File: src/rtl/product_accumulator.sv
// Counted, saturating accumulator for signed booth-multiplier products.
// IDLE -> ACCUM (sum len products) -> DONE (hold result until accepted).
module product_accumulator #(
  parameter int ACC_W = 24,
  parameter int LEN_W = 4
) (
  input  logic                    clk,
  input  logic                    rst,
  input  logic                    start,
  input  logic [LEN_W-1:0]        len,
  input  logic signed [15:0]      prod_in,
  input  logic                    prod_valid,
  output logic signed [ACC_W-1:0] acc_out,
  output logic                    acc_valid,
  input  logic                    acc_ready,
  output logic                    busy,
  output logic                    sat
);

  typedef enum logic [1:0] {IDLE, ACCUM, DONE} state_t;

  localparam logic [ACC_W-1:0] ACC_MAX  = {1'b0, {(ACC_W-1){1'b1}}};
  localparam logic [ACC_W-1:0] ACC_MIN  = {1'b1, {(ACC_W-1){1'b0}}};
  localparam logic [LEN_W:0]   CNT_FULL = {1'b1, {LEN_W{1'b0}}};
  localparam logic [LEN_W:0]   CNT_ONE  = {{LEN_W{1'b0}}, 1'b1};

  state_t           state, state_nx;
  logic [ACC_W-1:0] acc, acc_nx;
  logic [LEN_W:0]   cnt, cnt_nx;
  logic             sat_r, sat_nx;
  logic [ACC_W:0]   sum;
  logic             ovf;
  logic [ACC_W-1:0] sum_sat;
  logic             take_start;
  logic [LEN_W:0]   load_cnt;

  // One guard bit: overflow shows as the two top bits of the sum disagreeing.
  assign sum     = {acc[ACC_W-1], acc} + {{(ACC_W-15){prod_in[15]}}, prod_in};
  assign ovf     = sum[ACC_W] ^ sum[ACC_W-1];
  assign sum_sat = ovf ? (sum[ACC_W] ? ACC_MIN : ACC_MAX) : sum[ACC_W-1:0];

  assign load_cnt   = (len == '0) ? CNT_FULL : {1'b0, len};
  assign take_start = start && ((state == IDLE) || (state == DONE && acc_ready));

  always_comb begin
    state_nx = state;
    acc_nx   = acc;
    cnt_nx   = cnt;
    sat_nx   = sat_r;
    case (state)
      IDLE: ;
      ACCUM: begin
        if (prod_valid) begin
          acc_nx = sum_sat;
          sat_nx = sat_r | ovf;
          cnt_nx = cnt - CNT_ONE;
          if (cnt == CNT_ONE) state_nx = DONE;
        end
      end
      DONE: begin
        if (acc_ready) state_nx = IDLE;
      end
      default: state_nx = IDLE;
    endcase
    // A start in DONE is only honoured alongside the result handshake.
    if (take_start) begin
      acc_nx   = '0;
      sat_nx   = 1'b0;
      cnt_nx   = load_cnt;
      state_nx = ACCUM;
    end
  end

  always_ff @(posedge clk or negedge rst) begin
    if (!rst) begin
      state <= IDLE;
      acc   <= '0;
      cnt   <= '0;
      sat_r <= 1'b0;
    end else begin
      state <= state_nx;
      acc   <= acc_nx;
      cnt   <= cnt_nx;
      sat_r <= sat_nx;
    end
  end

  assign acc_out   = acc;
  assign acc_valid = (state == DONE);
  assign busy      = (state == ACCUM);
  assign sat       = sat_r;

endmodule

File: config.mk
export PLATFORM = sky130hd
export DESIGN_NAME = product_accumulator
export DESIGN_NICKNAME = d
export VERILOG_FILES = /design/src/rtl/product_accumulator.sv
export SDC_FILE = /design/constraint.sdc
export NUM_CORES = 1
export LEC_CHECK = 0
export ABC_AREA = 1
export CORE_UTILIZATION = 55
export CTS_CLUSTER_DIAMETER = 40
export DETAILED_ROUTE_END_ITERATION = 10
export PLACE_DENSITY = 0.82
export SLEW_MARGIN = 20
export SYNTH_ARGS = -nofsm -noshare
export SYNTH_HDL_FRONTEND = slang
export SYNTH_SLANG_ARGS = --single-unit
File: constraint.sdc
create_clock -name clk -period 2.8 [get_ports clk]
set_input_delay 0.56 -clock clk [delete_from_list [all_inputs] [get_ports clk]]
set_output_delay 0.56 -clock clk [all_outputs]
set_load 0.05 [all_outputs]
==> metrics.md, run 1 <==
| Metric | Value |
|---|---|
| Fin cells | `679` |
| CTS Buf Count | `5` |
| DIE AREA | `6110 sq um` |
| Top-count cell post-synth | `nand2_1` |
| CTS max path bufs | `2` |
| Syn Nets | `555` |
| Placed cell areas | `4190 sq um` |
| IO Pins | `52` |
| PwrDens | `1390 nW/um^2` |
| Finished Cell Area | `4440 sq um` |
| PortBufs | `51` |
| Critical path endpoint category | `flop` |
| Slew margin rel. | `59.1%` |
| H-tree Lvls | `2` |
| Core ar. | `5540 sq um` |
| Hold depth | `1` |
| Area leader, netlist | `dfrtp_1` |
| Post-CTS sizing | `0` |
| N_diodes | `0` |
| Dpl ws | `-0.291 ns` |
| Grt ovf | `0` |
| Antenna viol nets, final | `0` |
| Layout cell share with drive strength beyond 1 | `15.0%` |
| Fmax | `0.375 GHz` |
| Initial Utilization | `57.6%` |
| Crit path time final | `2.66 ns` |
| Hold WC Path Type | `reg2reg` |
| Post-DP HPWL | `7390 microns` |
| Row count | `27` |
| Final hold slack | `0.501 ns` |
| Yosys reg bits | `32` |
| Warnings from Yosys | `0` |
| Async set or reset register ratio after synthesis | `100%` |
| Synth Instances | `503` |
| Status | `finished clean` |
| Chip Width | `78.2 microns` |
| Initial antenna violation count | `0` |
| Worst Tran Pin Value | `0.607 ns` |
| Synth cell count leaders | `202 x nand2_1, 63 x inv_1, 41 x nand3_1` |
| Global Route Usage Sum | `32.3%` |
| Fin. Hold Viols | `0` |
| CP max FO | `14` |
| CTS root buf | `clkbuf_8` |
| MaxCap Viol Count | `0` |
| Area occupied by multi-input gates | `2230 sq um` |
| CTS Hold Bufs | `0` |
| CP arrival | `2.86 ns` |
| Area contributors post-synth | `dfrtp_1 25%, nand2_1 24%, ha_1 10%` |
| Ys flop type | `dfrtp_1` |
| Worst EP required | `3.00 ns` |
| Fillers | `422` |
| Final setup fails | `0` |
| Net count, final | `658` |
| Tcrit/Tclk final | `95.2%` |
| Clk sinks | `32` |
| Avg Cell Area, Syn | `6.34 sq um` |
| Final core utilization | `80.1%` |
| 1st-iter DRT viols | `230` |
| Clk slew on worst S/H paths | `0.08 ns` |
| First-pass GRT wire length | `15700 microns` |
| Post-synthesis sequential area ratio | `25.1%` |
| CTS tree | `done` |
| Synth Cell Area | `3190 sq um` |
| Remaining DRCs | `0` |
| Number of global-route vias before repair | `3603` |
| Leak | `0.00230 uW` |
| Clock Latency Late Sink | `0.30 ns` |
| Critical path type | `in2reg` |
| Setup bufs post-CTS | `0` |
| Worst Skew | `0.00822 ns` |
| Synth cell types | `30` |
| Iteration count of the initial detailed-routing pass | `5` |
| Largest net degree at the start of global routing | `33` |
| Die H | `78.2 microns` |
| Routed len/inst | `14.2 microns` |
| Post-synth EDFFs | `0` |
| RePlAce Congestion | `0.999` |
| Final setup margin | `0.136 ns` |
| Synth-to-layout area growth | `39.0%` |
| Share of the synthesized area in the top cell type | `25.1%` |
| Maximum vdd drop | `0.00115 V` |
| Vias per std cell | `5.47` |
| Max-slew violations | `0` |
| DR vias | `3714` |
| Storage cell area | `801 sq um` |
| DP Cell Count | `671` |
| R2R depth | `13` |
| Drt total wl | `9610 microns` |
| Startpoint Class | `input pin` |
## final cells by class
| type | count | share of cell area, % |
|---|---|---|
| clock buffers | 5 | 1.55 |
| well taps | 72 | 2.03 |
| flip-flops and latches | 32 | 18.1 |
| inverters | 63 | 5.33 |
| clock inverters | 3 | 0.536 |
| repair buffers | 105 | 22.2 |
| multi-input cells | 399 | 50.3 |
## metal layers
| layer | global-route usage, % | part of all wire (%) | vias to the layer above |
|---|---|---|---|
| li1 | - | - | 1823 |
| met1 | 40.8 | 44 | 1703 |
| met2 | 53.8 | 47 | 162 |
| met3 | 5.58 | 6.2 | 26 |
| met4 | 14.1 | 2.3 | 0 |
| met5 | 0 | 0 | - |
## state kept, by name, indices dropped and copies added, names as in the netlist
signal	cells
state	2
acc_out	24
sat	1
cnt	5
## power by group
part           internal [uW]  leakage, uW  total [uW]  switching (uW)
logic                   2020      0.00187        4850            2830
registers                693     0.000396         914             221
clock network            176    0.0000404         391             214
## stage by stage
step / setup TNS [ns] / total power (uW)
after floorplan: 0 / 3880
after global placement: -3.61 / 5400
after detailed placement: -6.15 / 5500
after CTS: 0 / 5930
after global routing: -0.00785 / 6640
final: 0 / 6160
## worst paths after layout
path                             startpoint          end  slack, ns
worst max-delay path            prod_in[15]  acc_out[12]       0.14
min in group asynchronous               rst   acc_out[4]       0.67
max in group asynchronous               rst  acc_out[20]       1.82
worst max register to register  acc_out[13]  acc_out[12]       0.50
worst min-delay path               state[0]     state[1]       0.50
worst min register to register     state[0]     state[1]       0.50
## kinds of logic (layout without fill, tap and decap cells)
group           Yosys count  after routing  share of synthesized area, %
simple gates            301            301                          39.3
buf+inv                  72            176                          9.69
compound gates           55             55                          10.7
flops                    32             32                          25.1
fa+ha+maj                27             27                          10.8
xor+xnor                 16             16                          4.39
## worst max-delay path: stages
cell	delay, ns
clkdlybuf4s50_1	0.49
buf_8	0.20
ha_4	0.24
nand2_1	0.14
inv_1	0.05
nand2_1	0.06
nand2_1	0.09
a21oi_4	0.19
nand3_1	0.13
nand2_1	0.09
nand2_2	0.08
nand2_2	0.14
buf_12	0.15
nand3_1	0.10
nand2_1	0.08
nand2_1	0.05
## layout by cell type (no fill, tap or decap), drive strengths merged
cell / instances
clkdlybuf4s50: 51
a21oi: 30
xnor2: 10
nand4: 14
xor2: 6
o21ai: 8
nor2: 32
buf: 54
nand3: 41
o21bai: 9
clkinv: 1
inv: 63
ha: 26
and2: 4
o22ai: 1
o221ai: 1
nor3: 1
dfrtp: 32
fa: 1
a311oi: 1
nand2: 207
or2: 2
clkbuf: 5
o31ai: 2
clkinvlp: 2
o211ai: 3
(Power assumes the default switching activity.)
==> run 2, diff against run 1 <==
PLACE_DENSITY = 0.86   (was 0.82)
==> run 2 against run 1 <==
Compared with the run above: sequential share of layout area is 0.37 points higher; non-clock buffer count is 4 lower; fmax is 2.7% lower; critical endpoint is now acc_out[9].
==> metrics.md, run 2 (synthesis gave the netlist of run 1 again) <==
| Metric | Value |
|---|---|
| Setup bufs post-CTS | `0 (unchanged)` |
| Final hold slack | `0.506 ns (was 0.501 ns)` |
| Final setup fails | `0 (unchanged)` |
| CP arrival | `2.91 ns (was 2.86 ns)` |
| Clock Latency Late Sink | `0.29 ns (was 0.30 ns)` |
| Slew margin rel. | `64.3% (was 59.1%)` |
| Commonest non-fill, non-tap cell in the layout | `nand2_1 (unchanged)` |
| Post-DP HPWL | `7480 microns (was 7390 microns)` |
| Clk sinks | `32 (unchanged)` |
| Number of global-route vias before repair | `3529 (was 3603)` |
| Crit path max-delay family | `simple AND/OR/NAND/NOR gates (unchanged)` |
| Beginning of the worst hold path | `sat (was state[0])` |
| R2R depth | `15 (was 13)` |
| Worst EP required | `2.97 ns (was 3.00 ns)` |
| Global Route Usage Sum | `32.8% (was 32.3%)` |
| CTS Hold Bufs | `0 (unchanged)` |
| Hold WC Path Type | `reg2reg (unchanged)` |
| Tcrit/Tclk final | `97.8% (was 95.2%)` |
| Finished Cell Area | `4350 sq um (was 4440 sq um)` |
| Layout cell share with drive strength beyond 1 | `14.1% (was 15.0%)` |
| Remaining DRCs | `0 (unchanged)` |
| Net count, final | `654 (was 658)` |
| Dpl ws | `-0.195 ns (was -0.291 ns)` |
| Most frequent CP cell | `nand2_1 (unchanged)` |
| RePlAce Congestion | `0.953 (was 0.999)` |
| IO Pins | `52 (unchanged)` |
| Sw Pwr | `3200 uW (was 3270 uW)` |
| Worst hold endpoint | `sat (was state[1])` |
| Worst r2r src | `acc_out[0] (was acc_out[13])` |
| Post-layout power | `6010 uW (was 6160 uW)` |
| DIE AREA | `6110 sq um (unchanged)` |
| Synth-to-layout area growth | `36.2% (was 39.0%)` |
| DR vias | `3617 (was 3714)` |
| Die H | `78.2 microns (unchanged)` |
| Drt total wl | `9590 microns (was 9610 microns)` |
| Worst reg-to-reg setup slack | `0.42 ns (was 0.50 ns)` |
| Worst path bufs/invs | `3 (was 4)` |
| PwrDens | `1380 nW/um^2 (was 1390 nW/um^2)` |
| Worst-path cell chain | `clkdlybuf4s50_1 -> buf_6 -> ha_1 -> nand2_1 -> nor2_4 -> nand2_1 -> nor2_2 -> nand2_2 -> nand3_1 -> nand2_1 -> nand2_2 -> a21oi_4 -> buf_4 -> nand2_1 -> nand2_1 (was clkdlybuf4s50_1 -> buf_8 -> ha_4 -> nand2_1 -> inv_1 -> nand2_1 -> nand2_1 -> a21oi_4 -> nand3_1 -> nand2_1 -> nand2_2 -> nand2_2 -> buf_12 -> nand3_1 -> nand2_1 -> nand2_1)` |
| Row count | `27 (unchanged)` |
| Max reg flops | `24 (unchanged)` |
| Sequential fraction of design power | `14.9% (was 14.8%)` |
| Slowest CP cell | `clkdlybuf4s50_1 (unchanged)` |
| Leak | `0.00230 uW (about the same)` |
| Fin. Hold Viols | `0 (unchanged)` |
| Initial antenna violation count | `0 (unchanged)` |
| Max incr delay on CP | `0.45 ns (was 0.49 ns)` |
| Largest net degree at the start of global routing | `33 (unchanged)` |
| Core ar. | `5540 sq um (unchanged)` |
| Iteration count of the initial detailed-routing pass | `4 (was 5)` |
| Most frequent cells in the layout | `200 x nand2_1, 63 x inv_1, 51 x clkdlybuf4s50_1, 45 x buf_4, 41 x nand3_1 (was 200 x nand2_1, 63 x inv_1, 51 x clkdlybuf4s50_1, 48 x buf_4, 41 x nand3_1)` |
| Initial Utilization | `57.6% (unchanged)` |
| PortBufs | `51 (unchanged)` |
| CP max FO | `11 (was 14)` |
| Worst Tran Pin Value | `0.531 ns (was 0.607 ns)` |
| 1st-iter DRT viols | `201 (was 230)` |
| CTS root buf | `clkbuf_8 (unchanged)` |
| CTS max path bufs | `2 (unchanged)` |
| Startpoint Class | `input pin (unchanged)` |
| Hold depth | `2 (was 1)` |
| DP Cell Count | `666 (was 671)` |
| Max-slew violations | `0 (unchanged)` |
| Grt ovf | `0 (unchanged)` |
| CTS Buf Count | `5 (unchanged)` |
| Critical path endpoint category | `flop (unchanged)` |
| Crit path time final | `2.74 ns (was 2.66 ns)` |
| Maximum vdd drop | `0.00137 V (was 0.00115 V)` |
| N_diodes | `0 (unchanged)` |
| Final setup margin | `0.0611 ns (was 0.136 ns)` |
| Routed len/inst | `14.2 microns (about the same)` |
| Antenna viol nets, final | `0 (unchanged)` |
| Status | `finished clean (unchanged)` |
| Worst Skew | `0.0130 ns (was 0.00822 ns)` |
| Vias per std cell | `5.36 (was 5.47)` |
| Share of total power in the clock network | `6.4% (was 6.3%)` |
| Switching share of total power | `53.2% (was 53.1%)` |
| Clk slew on worst S/H paths | `0.07 ns (was 0.08 ns)` |
| Chip Width | `78.2 microns (unchanged)` |
| Post-CTS sizing | `0 (unchanged)` |
| Reg-to-Reg End | `acc_out[9] (was acc_out[12])` |
| CTS tree | `done (unchanged)` |
| Fin cells | `675 (was 679)` |
| MaxCap Viol Count | `0 (unchanged)` |
| Cell-internal power | `2810 uW (was 2890 uW)` |
| Critical path type | `in2reg (unchanged)` |
| Placed cell areas | `4140 sq um (was 4190 sq um)` |
| Fmax | `0.365 GHz (was 0.375 GHz)` |
| Part of the power in combinational logic | `78.7% (was 78.8%)` |
| First-pass GRT wire length | `15800 microns (was 15700 microns)` |
| H-tree Lvls | `2 (unchanged)` |
run 2: cell count changes in the layout (fill, tap and decap cells not counted), moves of 2 or more:
cell,previous run,this run
buf_4,48,45
ha_1,16,20
clkinv_2,0,2
ha_4,9,4
clkinvlp_4,2,0
run 2: layout make-up:
cell class,count,area [sq um]
inverters,63,236
well taps,72,90.1
fillers,445,1190
clock buffers,6,82.6
flip-flops and latches,32,801
multi-input cells,399,2190
repair buffers,101,940
clock inverters,2,10.0
run 2: stage by stage:
step | setup TNS [ns] | util, %
6_report | 0 | 78.4
3_3_place_gp | -3.73 | 74.7
4_1_cts | 0 | 76.3
2_1_floorplan | 0 | -
5_1_grt | -0.391 | 78.4
3_5_place_dp | -4.20 | 74.7
run 2: worst min-delay path, stage by stage, from the launching register on:
cell	delay, ns
dfrtp_1	0.36
nand2_1	0.06
nand2_1	0.06
run 2: worst max path at each step:
stage,start,endpoint,slack (ns),cells past startpoint
floorplan,acc_out[0],acc_out[5],0.37,15
global placement,prod_in[15],acc_out[11],-0.18,15
detailed placement,prod_in[15],acc_out[0],-0.20,16
CTS,prod_in[15],acc_out[9],0.06,16
global route,prod_in[15],acc_out[18],-0.05,16
finish,prod_in[15],acc_out[9],0.06,15
run 2: power groups by stage:
stage,clock (uW),combinational [uW],sequential (uW)
detailed placement,0,4530,888
global placement,0,4450,880
CTS,387,4560,884
floorplan,0,2430,1440
finish,386,4730,896
global route,408,5170,926
run 2: routing by layer:
layer,GRT usage [%],share of wire [%],vias up
met5,0,0,-
met4,11.3,2.0,0
met3,5.12,4.0,19
li1,-,-,1815
met2,56.6,50,88
met1,41.5,45,1695
==> run 3, diff against run 2 <==
PLACE_DENSITY = 0.78   (was 0.86)
==> run 3 against run 2 <==
Compared with the run above: power grew 1.5%; global-route usage fell by 0.29 points; via count increased by 0.47%; clock power grew 34%; register-to-register slack improved by 0.06 ns; fmax grew 2.8%; core utilization down 0.43 points; sequential power is 1% lower; flip-flop and latch count unchanged; critical path depth shrank 1; hold slack worse by 0.0080 ns; largest power group unchanged.
==> metrics.md, run 3 (synthesis gave the netlist of run 1 again) <==
| Metric | Value |
|---|---|
| CTS Buf Count | `5 (unchanged)` |
| Critical path type | `in2reg (unchanged)` |
| Global Route Usage Sum | `32.6% (was 32.8%)` |
| Remaining DRCs | `0 (unchanged)` |
| Clock Latency Late Sink | `0.30 ns (was 0.29 ns)` |
| GRT busiest layer | `met2 (unchanged)` |
| Storage cell area | `801 sq um (unchanged)` |
| Largest net degree at the start of global routing | `33 (unchanged)` |
| Critical path origin | `prod_in[15] (unchanged)` |
| Drt total wl | `9430 microns (was 9590 microns)` |
| Setup TNS | `0 ns (unchanged)` |
| Most frequent cells in the layout | `201 x nand2_1, 63 x inv_1, 51 x clkdlybuf4s50_1, 46 x buf_4, 41 x nand3_1 (was 200 x nand2_1, 63 x inv_1, 51 x clkdlybuf4s50_1, 45 x buf_4, 41 x nand3_1)` |
| Commonest non-fill, non-tap cell in the layout | `nand2_1 (unchanged)` |
| Clk slew on worst S/H paths | `0.08 ns (was 0.07 ns)` |
| CTS max path bufs | `2 (unchanged)` |
| Switching share of total power | `52.3% (was 53.2%)` |
| PortBufs | `51 (unchanged)` |
| Setup bufs post-CTS | `0 (unchanged)` |
| Max reg flops | `24 (unchanged)` |
| H-tree Lvls | `2 (unchanged)` |
| Grt ovf | `0 (unchanged)` |
| Post-DP HPWL | `7500 microns (was 7480 microns)` |
| Final setup fails | `0 (unchanged)` |
| Sw Pwr | `3190 uW (was 3200 uW)` |
| Tcrit/Tclk final | `95.1% (was 97.8%)` |
| DR vias | `3634 (was 3617)` |
| DIE AREA | `6110 sq um (unchanged)` |
| Die H | `78.2 microns (unchanged)` |
| CTS tree | `done (unchanged)` |
| Max incr delay on CP | `0.40 ns (was 0.45 ns)` |
| Worst r2r src | `acc_out[0] (unchanged)` |
| Number of global-route vias before repair | `3519 (was 3529)` |
| Routed len/inst | `13.9 microns (was 14.2 microns)` |
| Critical Path Sink | `acc_out[11] (was acc_out[9])` |
| Worst EP required | `2.99 ns (was 2.97 ns)` |
| Worst Tran Pin Value | `0.559 ns (was 0.531 ns)` |
| Status | `finished clean (unchanged)` |
| Iteration count of the initial detailed-routing pass | `5 (was 4)` |
| Fmax | `0.375 GHz (was 0.365 GHz)` |
| Crit path time final | `2.66 ns (was 2.74 ns)` |
| CTS root buf | `clkbuf_8 (unchanged)` |
| Core ar. | `5540 sq um (unchanged)` |
| CTS Hold Bufs | `0 (unchanged)` |
| 1st-iter DRT viols | `202 (was 201)` |
| N_diodes | `0 (unchanged)` |
| Slowest CP cell | `clkdlybuf4s50_1 (unchanged)` |
| Clk sinks | `32 (unchanged)` |
| Area occupied by multi-input gates | `2110 sq um (was 2190 sq um)` |
| Final hold slack | `0.498 ns (was 0.506 ns)` |
| Initial antenna violation count | `0 (unchanged)` |
| Post-layout power | `6110 uW (was 6010 uW)` |
| Most frequent CP cell | `nand2_1 (unchanged)` |
| Worst Skew | `0.00751 ns (was 0.0130 ns)` |
| Critical path endpoint category | `flop (unchanged)` |
| Chip Width | `78.2 microns (unchanged)` |
| IO Pins | `52 (unchanged)` |
| Antenna viol nets, final | `0 (unchanged)` |
| Reg-to-Reg End | `acc_out[11] (was acc_out[9])` |
| Max-slew violations | `0 (unchanged)` |
| Sequential fraction of design power | `14.5% (was 14.9%)` |
| Slew margin rel. | `62.3% (was 64.3%)` |
| PwrDens | `1410 nW/um^2 (was 1380 nW/um^2)` |
| Row count | `27 (unchanged)` |
| Fillers | `434 (was 445)` |
| R2R depth | `15 (unchanged)` |
| Maximum vdd drop | `0.000926 V (was 0.00137 V)` |
| Met1 usage | `39.6% (was 41.5%)` |
| Initial Utilization | `57.6% (unchanged)` |
| Worst reg-to-reg setup slack | `0.48 ns (was 0.42 ns)` |
| Part of the power in combinational logic | `77.1% (was 78.7%)` |
| Critical path depth in cells | `14 (was 15)` |
| Fin. Hold Viols | `0 (unchanged)` |
| Met2 GRT Util | `58.6% (was 56.6%)` |
| RePlAce Congestion | `0.976 (was 0.953)` |
| Startpoint Class | `input pin (unchanged)` |
| Crit path max-delay family | `simple AND/OR/NAND/NOR gates (unchanged)` |
| Vias per std cell | `5.38 (was 5.36)` |
| Worst path bufs/invs | `3 (unchanged)` |
| Synth-to-layout area growth | `35.5% (was 36.2%)` |
| First-pass GRT wire length | `15600 microns (was 15800 microns)` |
| MaxCap Viol Count | `0 (unchanged)` |
| Hold WC Path Type | `reg2reg (unchanged)` |
| Share of total power in the clock network | `8.5% (was 6.4%)` |
| Net count, final | `655 (was 654)` |
| CP max FO | `14 (was 11)` |
| Met3 Use GR | `4.77% (was 5.12%)` |
| CP arrival | `2.85 ns (was 2.91 ns)` |
| Layout cell share with drive strength beyond 1 | `12.9% (was 14.1%)` |
| Cell-internal power | `2910 uW (was 2810 uW)` |
| Worst-path cell chain | `clkdlybuf4s50_1 -> buf_4 -> ha_1 -> a21oi_1 -> nand2_1 -> a21oi_2 -> nand3_1 -> nand2_1 -> nand2_2 -> nand2_2 -> buf_12 -> nand3_1 -> nand2_1 -> nand2_1 (was clkdlybuf4s50_1 -> buf_6 -> ha_1 -> nand2_1 -> nor2_4 -> nand2_1 -> nor2_2 -> nand2_2 -> nand3_1 -> nand2_1 -> nand2_2 -> a21oi_4 -> buf_4 -> nand2_1 -> nand2_1)` |
| Post-CTS sizing | `0 (unchanged)` |
| Leak | `0.00231 uW (was 0.00230 uW)` |
## run 3: how the worst min path moves through the flow
| stage | end | from | cells past startpoint |
|---|---|---|---|
| 2_1_floorplan | acc_out[0] | rst | 0 |
| 3_3_place_gp | sat | sat | 2 |
| 4_1_cts | state[1] | state[0] | 1 |
| 5_1_grt | state[1] | state[0] | 1 |
| 6_report | state[1] | state[0] | 1 |
| 3_5_place_dp | sat | sat | 2 |
## run 3: power by group through the flow
stage	clock network, uW	registers [uW]	logic (uW)
6_report	516	883	4710
5_1_grt	531	910	5140
4_1_cts	510	881	4620
3_5_place_dp	0	886	4600
3_3_place_gp	0	875	4490
2_1_floorplan	0	1440	2430
## run 3: cell type report
cell class,instances,share of cell area [%]
clock buffers,7,2.23
multi-input cells,399,48.9
clock inverters,1,0.695
flip-flops and latches,32,18.5
well taps,72,2.08
repair buffers,102,22.1
inverters,63,5.47
## run 3: metrics by stage
| stage | cell area [sq um] | util, % | instances | worst slack, ns |
|---|---|---|---|---|
| after global routing | 4320 | 78.0 | 676 | -0.0318 |
| after detailed placement | 4160 | 75.2 | 668 | -0.160 |
| after global placement | 4160 | 75.2 | 668 | -0.0910 |
| after floorplan | 3190 | - | 503 | 0.373 |
| final | 4320 | 78.0 | 676 | 0.137 |
| after CTS | 4290 | 77.4 | 676 | 0.130 |
## run 3: routing by layer
metal | vias to the layer above | part of all wire [%]
li1 | 1813 | -
met1 | 1697 | 45
met2 | 105 | 49
met3 | 19 | 4.5
met4 | 0 | 2.0
met5 | - | 0
